<file path="src/rtl/block_refill_unit_pkg.sv">
// ============================================================================
// Module  : block_refill_unit_pkg
// Brief   : Shared cache types and helpers for the block refill engine.
// Revision: 1.0 - initial release
// ============================================================================
`default_nettype none

package block_refill_unit_pkg;

  typedef enum logic [1:0] {
    ST_IDLE  = 2'd0,
    ST_ISSUE = 2'd1,
    ST_DRAIN = 2'd2,
    ST_DONE  = 2'd3
  } fill_state_t;

  // Clears the word-offset bits so any address inside a block maps to its base.
  function automatic logic [31:0] block_align(input logic [31:0] addr,
                                              input int unsigned blck_bits);
    return addr & ~((32'd1 << blck_bits) - 32'd1);
  endfunction

  function automatic int unsigned word_lsb(input int unsigned idx,
                                           input int unsigned word_size);
    return idx * word_size;
  endfunction

endpackage

`default_nettype wire

</file>
<file path="src/rtl/block_refill_unit_block_assembler.sv">
// ============================================================================
// Module  : block_assembler
// Brief   : Word-addressed register array that builds the packed block image.
// Revision: 1.0 - initial release
// ============================================================================
`default_nettype none

module block_assembler
  import block_refill_unit_pkg::*;
#(
  parameter int unsigned BLCK_ADDR    = 4,
  parameter int unsigned NUM_OF_WORDS = 16,
  parameter int unsigned WORD_SIZE    = 16
) (
  input  logic                              clk,
  input  logic                              rst,
  input  logic                              wr_en,
  input  logic [BLCK_ADDR-1:0]              wr_idx,
  input  logic [WORD_SIZE-1:0]              wr_data,
  output logic [WORD_SIZE*NUM_OF_WORDS-1:0] fill_data
);

  for (genvar gi = 0; gi < NUM_OF_WORDS; gi++) begin : g_word
    logic [WORD_SIZE-1:0] r_word;

    always_ff @(posedge clk) begin
      if (rst) begin
        r_word <= '0;
      end else if (wr_en && (wr_idx == BLCK_ADDR'(gi))) begin
        r_word <= wr_data;
      end
    end

    assign fill_data[word_lsb(gi, WORD_SIZE) +: WORD_SIZE] = r_word;
  end

endmodule

`default_nettype wire

</file>
<file path="src/rtl/block_refill_unit.sv">
// ============================================================================
// Module  : block_refill_unit
// Brief   : Fetches one cache block word-by-word and presents it for bulk write.
// Revision: 1.0 - initial release
// ============================================================================
`default_nettype none

module block_refill_unit
  import block_refill_unit_pkg::*;
#(
  parameter int unsigned ADDR_WIDTH   = 16,
  parameter int unsigned BLCK_ADDR    = 4,
  parameter int unsigned NUM_OF_WORDS = 16,
  parameter int unsigned WORD_SIZE    = 16
) (
  input  logic                              clk,
  input  logic                              rst,
  input  logic                              miss_req,
  input  logic [ADDR_WIDTH-1:0]             miss_addr,
  output logic                              miss_ack,
  output logic                              block_ready,
  output logic [ADDR_WIDTH-1:0]             fill_base,
  output logic                              mem_req_valid,
  input  logic                              mem_req_ready,
  output logic [ADDR_WIDTH-1:0]             mem_req_addr,
  input  logic                              mem_rsp_valid,
  input  logic [WORD_SIZE-1:0]              mem_rsp_data,
  output logic [WORD_SIZE*NUM_OF_WORDS-1:0] fill_data,
  output logic                              new_block
);

  localparam logic [BLCK_ADDR:0] C_LAST = (BLCK_ADDR+1)'(NUM_OF_WORDS);
  localparam logic [BLCK_ADDR:0] C_ONE  = (BLCK_ADDR+1)'(1);

  fill_state_t           r_state;
  logic [BLCK_ADDR:0]    r_req_cnt;
  logic [BLCK_ADDR:0]    r_rsp_cnt;
  logic                  r_miss_ack;
  logic                  r_block_ready;
  logic [ADDR_WIDTH-1:0] r_fill_base;
  logic                  r_mem_req_valid;
  logic [ADDR_WIDTH-1:0] r_mem_req_addr;
  logic                  r_new_block;

  logic [ADDR_WIDTH-1:0] w_base;
  logic                  w_hs;
  logic                  w_rsp_take;
  logic                  w_rsp_last;
  logic [BLCK_ADDR:0]    w_req_cnt_nxt;
  logic [BLCK_ADDR:0]    w_rsp_cnt_nxt;

  assign w_base        = ADDR_WIDTH'(block_align(32'(miss_addr), BLCK_ADDR));
  assign w_hs          = r_mem_req_valid & mem_req_ready;
  assign w_req_cnt_nxt = r_req_cnt + C_ONE;
  assign w_rsp_cnt_nxt = r_rsp_cnt + C_ONE;
  // Responses are only meaningful while a fill is in flight and not yet full.
  assign w_rsp_take    = mem_rsp_valid && (r_rsp_cnt != C_LAST) &&
                         ((r_state == ST_ISSUE) || (r_state == ST_DRAIN));
  assign w_rsp_last    = w_rsp_take && (w_rsp_cnt_nxt == C_LAST);

  always_ff @(posedge clk) begin
    if (rst) begin
      r_state         <= ST_IDLE;
      r_req_cnt       <= '0;
      r_rsp_cnt       <= '0;
      r_miss_ack      <= 1'b0;
      r_block_ready   <= 1'b1;
      r_fill_base     <= '0;
      r_mem_req_valid <= 1'b0;
      r_mem_req_addr  <= '0;
      r_new_block     <= 1'b0;
    end else begin
      r_miss_ack  <= 1'b0;
      r_new_block <= 1'b0;
      if (w_rsp_take) begin
        r_rsp_cnt <= w_rsp_cnt_nxt;
      end

      case (r_state)
        ST_IDLE: begin
          if (miss_req) begin
            r_fill_base     <= w_base;
            r_mem_req_addr  <= w_base;
            r_req_cnt       <= '0;
            r_rsp_cnt       <= '0;
            r_miss_ack      <= 1'b1;
            r_mem_req_valid <= 1'b1;
            r_block_ready   <= 1'b0;
            r_state         <= ST_ISSUE;
          end
        end
        ST_ISSUE: begin
          if (w_hs) begin
            r_req_cnt      <= w_req_cnt_nxt;
            r_mem_req_addr <= r_fill_base + ADDR_WIDTH'(w_req_cnt_nxt);
            if (w_req_cnt_nxt == C_LAST) begin
              r_mem_req_valid <= 1'b0;
              if (w_rsp_last) begin
                r_new_block <= 1'b1;
                r_state     <= ST_DONE;
              end else begin
                r_state <= ST_DRAIN;
              end
            end
          end
        end
        ST_DRAIN: begin
          if (w_rsp_last) begin
            r_new_block <= 1'b1;
            r_state     <= ST_DONE;
          end
        end
        ST_DONE: begin
          r_block_ready <= 1'b1;
          r_state       <= ST_IDLE;
        end
        default: begin
          r_state <= ST_IDLE;
        end
      endcase
    end
  end

  block_assembler #(
    .BLCK_ADDR   (BLCK_ADDR),
    .NUM_OF_WORDS(NUM_OF_WORDS),
    .WORD_SIZE   (WORD_SIZE)
  ) u_block_assembler (
    .clk      (clk),
    .rst      (rst),
    .wr_en    (w_rsp_take),
    .wr_idx   (r_rsp_cnt[BLCK_ADDR-1:0]),
    .wr_data  (mem_rsp_data),
    .fill_data(fill_data)
  );

  assign miss_ack      = r_miss_ack;
  assign block_ready   = r_block_ready;
  assign fill_base     = r_fill_base;
  assign mem_req_valid = r_mem_req_valid;
  assign mem_req_addr  = r_mem_req_addr;
  assign new_block     = r_new_block;

endmodule

`default_nettype wire

</file>
<file path="config.mk">
export PLATFORM = sky130hd
export DESIGN_NAME = block_refill_unit
export DESIGN_NICKNAME = d
export VERILOG_FILES = /design/src/rtl/block_refill_unit_pkg.sv /design/src/rtl/block_refill_unit_block_assembler.sv /design/src/rtl/block_refill_unit.sv
export SDC_FILE = /design/constraint.sdc
export NUM_CORES = 1
export LEC_CHECK = 0
export ABC_AREA = 1
export BUFFER_PORTS_ARGS = -buffer_cell sky130_fd_sc_hd__buf_2
export CAP_MARGIN = 5
export CORE_MARGIN = 2
export CORE_UTILIZATION = 44
export CTS_BUF_LIST = sky130_fd_sc_hd__clkbuf_4 sky130_fd_sc_hd__clkbuf_8 sky130_fd_sc_hd__clkbuf_16
export DETAILED_ROUTE_END_ITERATION = 10
export GPL_TIMING_DRIVEN = 1
export PLACE_DENSITY = 0.69
export SYNTH_ARGS = -nofsm -noshare
export SYNTH_HDL_FRONTEND = slang
export SYNTH_SLANG_ARGS = --single-unit
</file>
<file path="constraint.sdc">
create_clock -name clk -period 2.1 [get_ports clk]
set_input_delay 0.42 -clock clk [delete_from_list [all_inputs] [get_ports clk]]
set_output_delay 0.42 -clock clk [all_outputs]
set_load 0.02 [all_outputs]
</file>
; After elaboration in Yosys (flattened, before gate mapping)
; Index checks and enable logic that the tools add are counted.
[word_totals]
ff_bits = 300
latch_bits = 0
ramBits = 0
rom_bits = 0
out_inout_bits = 292
elab_cells = 111
memories = 0
[op_classes]
addsub = 3
multipliers = 0
div_mod_pow = 0
magnitude_cmp = 0
n_eq_ne = 25
shift = 0
mux = 26
n_bitwise = 2
reduce_logical = 30
[ops]
columns = cell, n
row1 = $eq 4x4->1 const B, 8
row2 = $mux 16, 2
row3 = $pmux 16 s2, 1
row4 = $mux 5, 5
row5 = $logic_and 1x1->1, 19
row6 = $add 16x5->16, 1
row7 = $eq 4x3->1 const B, 4
row8 = $add 5x1->5 const B, 2
row9 = $eq 5x5->1 const B, 2
row10 = $pmux 5 s2, 1
row11 = $mux 1, 9
row12 = $eq 4x2->1 const B, 2
row13 = $mux 2, 4
row14 = $pmux 2 s4, 1
row15 = $reduce_and 4->1, 2
row16 = $ne 2x2->1 const B, 3
row17 = $pmux 1 s2, 3
row18 = $ne 5x5->1 const B, 1
row19 = $eq 2x2->1 const B, 2
row20 = $eq 4x1->1 const B, 1
row21 = $logic_not 4->1, 1
row22 = $reduce_and 2->1, 2
row23 = $reduce_bool 2->1, 2
row24 = $reduce_and 3->1, 1
row25 = other kinds (7), 7

; Longest topological paths before layout
[logic_depth]
depth_word = 8
depth_mapped = 14

; By module
; Synthesis repeated with hierarchy kept, for this count alone.
[unflattened]
hier_cells = 1786
area_unflattened_um2 = 12179.2
[modules_own_cells]
columns = mod, instances, cells_per_inst, area_per_inst_um2, seq_area_each_um2
row1 = block_assembler, 1, 1487, 10014.6, 5124.9
row2 = block_refill_unit, 1, 299, 2164.6, 800.8

; Worst setup path after synthesis
; No wires, ideal clock.
[synth_timing]
path_type = register to register
start = register r_req_cnt[0]
end = register r_mem_req_addr[14], in the netlist mem_req_addr[14]
t_arrival_ps = 1846
required_time_ps = 1968
setup_slack_ps = 122
stages_incl_launch_ff = 15
n_path_buf = 0
cell_sequence = dfxtp_1 > ha_1 > nand2_1 > inv_1 > nand3_1 > nand2_1 > ha_1 > ha_1 > nand4_1 > nor2_1 > nand2_1 > o21ai_0 > nand3_1 > nand2_1 > a21oi_1
[synth_via]
elab_chain_len = 4
[synth_rtl]
columns = element, line
row1 = start: declaration, block_refill_unit.sv:36  ; logic [BLCK_ADDR:0] r_req_cnt;
row2 = start signal: assignment, block_refill_unit.sv:94  ; r_req_cnt <= w_req_cnt_nxt;
row3 = $add 5x1->5, block_refill_unit.sv:54  ; assign w_req_cnt_nxt = r_req_cnt + C_ONE;
row4 = $add 16x5->16, block_refill_unit.sv:95  ; r_mem_req_addr <= r_fill_base + ADDR_WIDTH'(w_req_cnt_nxt);
row5 = $mux 16, block_refill_unit.sv:93  ; if (w_hs) begin
row6 = $pmux 16 s2, block_refill_unit.sv:79  ; case (r_state)
row7 = end signal: assignment, block_refill_unit.sv:83  ; r_mem_req_addr <= w_base;
row8 = end signal: assignment, block_refill_unit.sv:95
row9 = end: declaration, block_refill_unit.sv:42  ; logic [ADDR_WIDTH-1:0] r_mem_req_addr;
; Every way passes these cells. The select of a mux whose other input is x is not followed.
; A chain may end at the register's enable or synchronous reset.

; Worst setup path after layout
[layout_timing]
start = register r_req_cnt[1]
end = register r_mem_req_addr[12], in the netlist mem_req_addr[12]
; Same word-level chain as after synthesis.

==> impl_metrics.tcl <==
set metrics [dict create \
    area_growth_pct 26.6 \
    synth-xor-area-share 0.000771 \
    cts_hold_buf 0 \
    clockBufferDepth 3 \
    yosys-top-cells-area "dfxtp_1 (52%), a21oi_1 (12%), o21ai_0 (9.5%)" \
    regToRegSetupSlack_ps 140 \
    clk_pin_slew_worst_paths_ps 60 \
    dpl.cell_count 2023 \
    drive_gt1_frac 0.252 \
    yosysMostFrequentCell "dfxtp_1" \
    critPathKind "reg2reg" \
    required_ps 2500 \
    slew_headroom 0.499 \
    row_count 58 \
    post-route-min-period_ps 1960 \
    groute.usage.overall 0.239 \
    fin_crit_sh 0.932 \
    overflow 0 \
    cp_cell_sequence "ha_4, nand2_1, inv_2, nand3_1, nand2_2, ha_4, ha_4, nand4_1, nor2_1, nand2_1, o21ai_1, nand3_1, nand2_1, a21oi_1" \
    gp_congestion 0.896 \
    p_int_mw 10.4 \
    drt-total-wl_um 34500 \
    hold_path.startpoint "miss_addr[11]" \
    ff2ff_path_depth 14 \
    synth_cell_types 33 \
    synth_compound_area_frac 0.227 \
    synth_area_leader_cell "dfxtp_1" \
    slew_violations 0 \
    run_status "finished clean" \
    arrival_ps 2350 \
    worstSkewPairLatency_ps 560 \
    synth.area.mux_share 0 \
    first_pass_iters 5 \
    cts_made_buffers 30 \
    n_fill_cell 2377 \
    synth-simple-area-share 0.109 \
    start_util 0.450 \
    rsz0062_at_grt "true" \
    rr_startpoint "r_req_cnt[1]$_SDFFE_PP0P_" \
    cp-end-kind "flop" \
    switching_power_mw 4.29 \
    synth_top_area_share 0.521 \
    drtAntennaViolNets 0 \
    ys_ff_latch 296 \
    finalSetupTns_ps 0 \
    fin_cells 2081 \
    p_leak_nw 6.15 \
    finalHoldViolCount 0 \
    fmax_ghz 0.511 \
    dieArea_mm2 0.0271 \
    synthCells 1451 \
    p_seq_frac 0.417 \
    crit_buf_inv 1 \
    grt_antenna_before_repair 0 \
    grt_pass1_vias 9162 \
    cts-root-buf "clkbuf_16" \
    skew_ps 20.4 \
    final_util 0.570 \
    first_iter_violations 870 \
    synth.avg_cell_area_um2 7.83 \
    synth_common_cells "dfxtp_1 (296), a21oi_1 (277), inv_1 (239)" \
    synth_fa_ha_area_frac 0.0143 \
    clkPwrFrac 0.408 \
    cts.sinks 296 \
    swShare 0.292 \
    fp.coreArea_mm2 0.0253 \
    setup_violations 0 \
    portBuffers 320 \
    vias 10500 \
    synth_top_family_by_area "compound AO/OA/AOI/OAI gates" \
    max-vdd-ir-drop_uv 682 \
    crit_path_max_incr_delay_ps 350 \
    r2r_end "mem_req_addr[12]$_SDFFE_PP0P_" \
    grt_max_degree 91 \
    yosysSeqAreaShare 0.521 \
    die_width_um 165 \
    drt-wirelength-per-cell_um 16.6 \
    grt_pass1_wl_um 50800 \
    power_density_mw_per_mm2 1020 \
    synth_area_mm2 0.0114 \
    hpwl_um 22500 \
    worst-path-max-fanout 3 \
    cp_top_family "simple AND/OR/NAND/NOR gates" \
    die_y_um 165 \
    tightestPinTransition_ps 751 \
    tritoncts "done" \
    layout.nets 1776 \
    cp_slowest_cell "dfxtp_2" \
    holdPathStages 3 \
    ys.flop_type "dfxtp_1" \
    yosys_warnings 0 \
    drcViolationCount 0 \
    ios 329 \
    viasPerCell 5.02 \
    hold_path.class "in2reg" \
    worstSetupStartpointType "flop" \
    htreeDepth 1 \
    hold-path-endpoint "fill_base[11]$_SDFFE_PP0P_" \
    comb_power_share 0.175 \
    cap_violations 0 \
    synth_edf_count 0 \
    synthArstFlopShare 0 \
]
power groups by stage:
stage / combinational, mW / clock [mW] / sequential, mW
finish: 2.58 / 6.01 / 6.14
global route: 2.84 / 6.32 / 6.17
CTS: 2.54 / 6.11 / 6.12
detailed placement: 2.53 / 0 / 6.24
global placement: 2.49 / 0 / 6.24
floorplan: 1.42 / 0 / 6.54
flip-flops by register name, indices dropped and copies added (netlist names):
register                         cells
u_block_assembler.g_word.r_word    256
r_rsp_cnt                            5
mem_req_addr                        12
fill_base                           12
miss_ack                             1
block_ready                          1
r_state                              2
mem_req_valid                        1
new_block                            1
r_req_cnt                            5
per-layer routing:
| layer | global-route usage | vias up | part of all wire |
|---|---|---|---|
| met5 | 0 | - | 0 |
| met4 | 0.0719 | 0 | 0.020 |
| met3 | 0.0487 | 56 | 0.070 |
| met2 | 0.404 | 333 | 0.48 |
| met1 | 0.309 | 4805 | 0.43 |
| li1 | - | 5261 | - |
area by class of cell:
class,instances,area (um^2),area share
clock buffer,40,863,0.0600
inverter,241,911,0.0633
antenna,1,2.50,0.000174
tap,330,413,0.0287
multi-input combinational,800,4070,0.283
timing repair buffer,357,1930,0.134
clock inverter,16,269,0.0187
sequential,296,5930,0.412
worst max-delay path by stage:
stage	slack (ps)	from	end	cells after the start
4_1_cts	6	r_req_cnt[0]$_SDFFE_PP0P_	mem_req_addr[14]$_SDFFE_PP0P_	14
3_5_place_dp	-3	r_req_cnt[0]$_SDFFE_PP0P_	mem_req_addr[14]$_SDFFE_PP0P_	14
2_1_floorplan	120	r_req_cnt[0]$_SDFFE_PP0P_	mem_req_addr[14]$_SDFFE_PP0P_	14
5_1_grt	-30	r_state[0]$_SDFFE_PP0P_	u_block_assembler.g_word[1].r_word[13]$_SDFFE_PP0P_	11
3_3_place_gp	10	r_req_cnt[0]$_SDFFE_PP0P_	mem_req_addr[14]$_SDFFE_PP0P_	14
6_report	140	r_req_cnt[1]$_SDFFE_PP0P_	mem_req_addr[12]$_SDFFE_PP0P_	14
kinds of logic after synthesis:
group           Yosys count
buf+inv                 358
flops                   296
xor+xnor                  1
simple gates            272
fa+ha+maj                13
compound gates          510
other cells               1
cells in the final DEF, fill, tap and decap left out, types with 2 or more instances in the layout:
master      count
nor2_1         14
clkbuf_4        4
nand2_1       132
a31oi_1         2
clkinvlp_4      2
o22ai_1         5
o21ai_0       201
ha_4            3
clkbuf_8        6
nand3_2         7
conb_1          4
ha_1            9
inv_2           2
a211oi_1        3
inv_1         236
nor3_1          2
buf_4          31
buf_6           2
o21ai_1        18
clkbuf_16      30
buf_12          3
nand3_1        97
nand4_1        10
dfxtp_1       293
nand2_2         5
clkinv_2        7
nor2_4          3
bufinv_16       7
buf_2         320
a21oi_1       277
dfxtp_2         3
tightest hold or removal path: stages:
cell	delay [ps]
buf_2	90
nand2_1	40
o21ai_0	60
stage by stage:
stage | setup slack (ps) | hold WS, ps | power [mW] | instance area [um^2]
2_1_floorplan | 122 | 452 | 7.95 | 11400
3_3_place_gp | 10.2 | 427 | 8.73 | 13200
3_5_place_dp | -3.42 | 432 | 8.77 | 13200
4_1_cts | 6.11 | 73.9 | 14.8 | 14300
5_1_grt | -32.7 | 92.4 | 15.3 | 14400
6_report | 143 | 99.4 | 14.7 | 14400
timing repair:
item / CTS / global route
setup buffers: 0 / 1
setup endpoints to repair: 3 / 122
gates resized for setup: 2 / 35
pin swaps: 0 / 3
No activity file was read; power rests on OpenSTA's default activity.
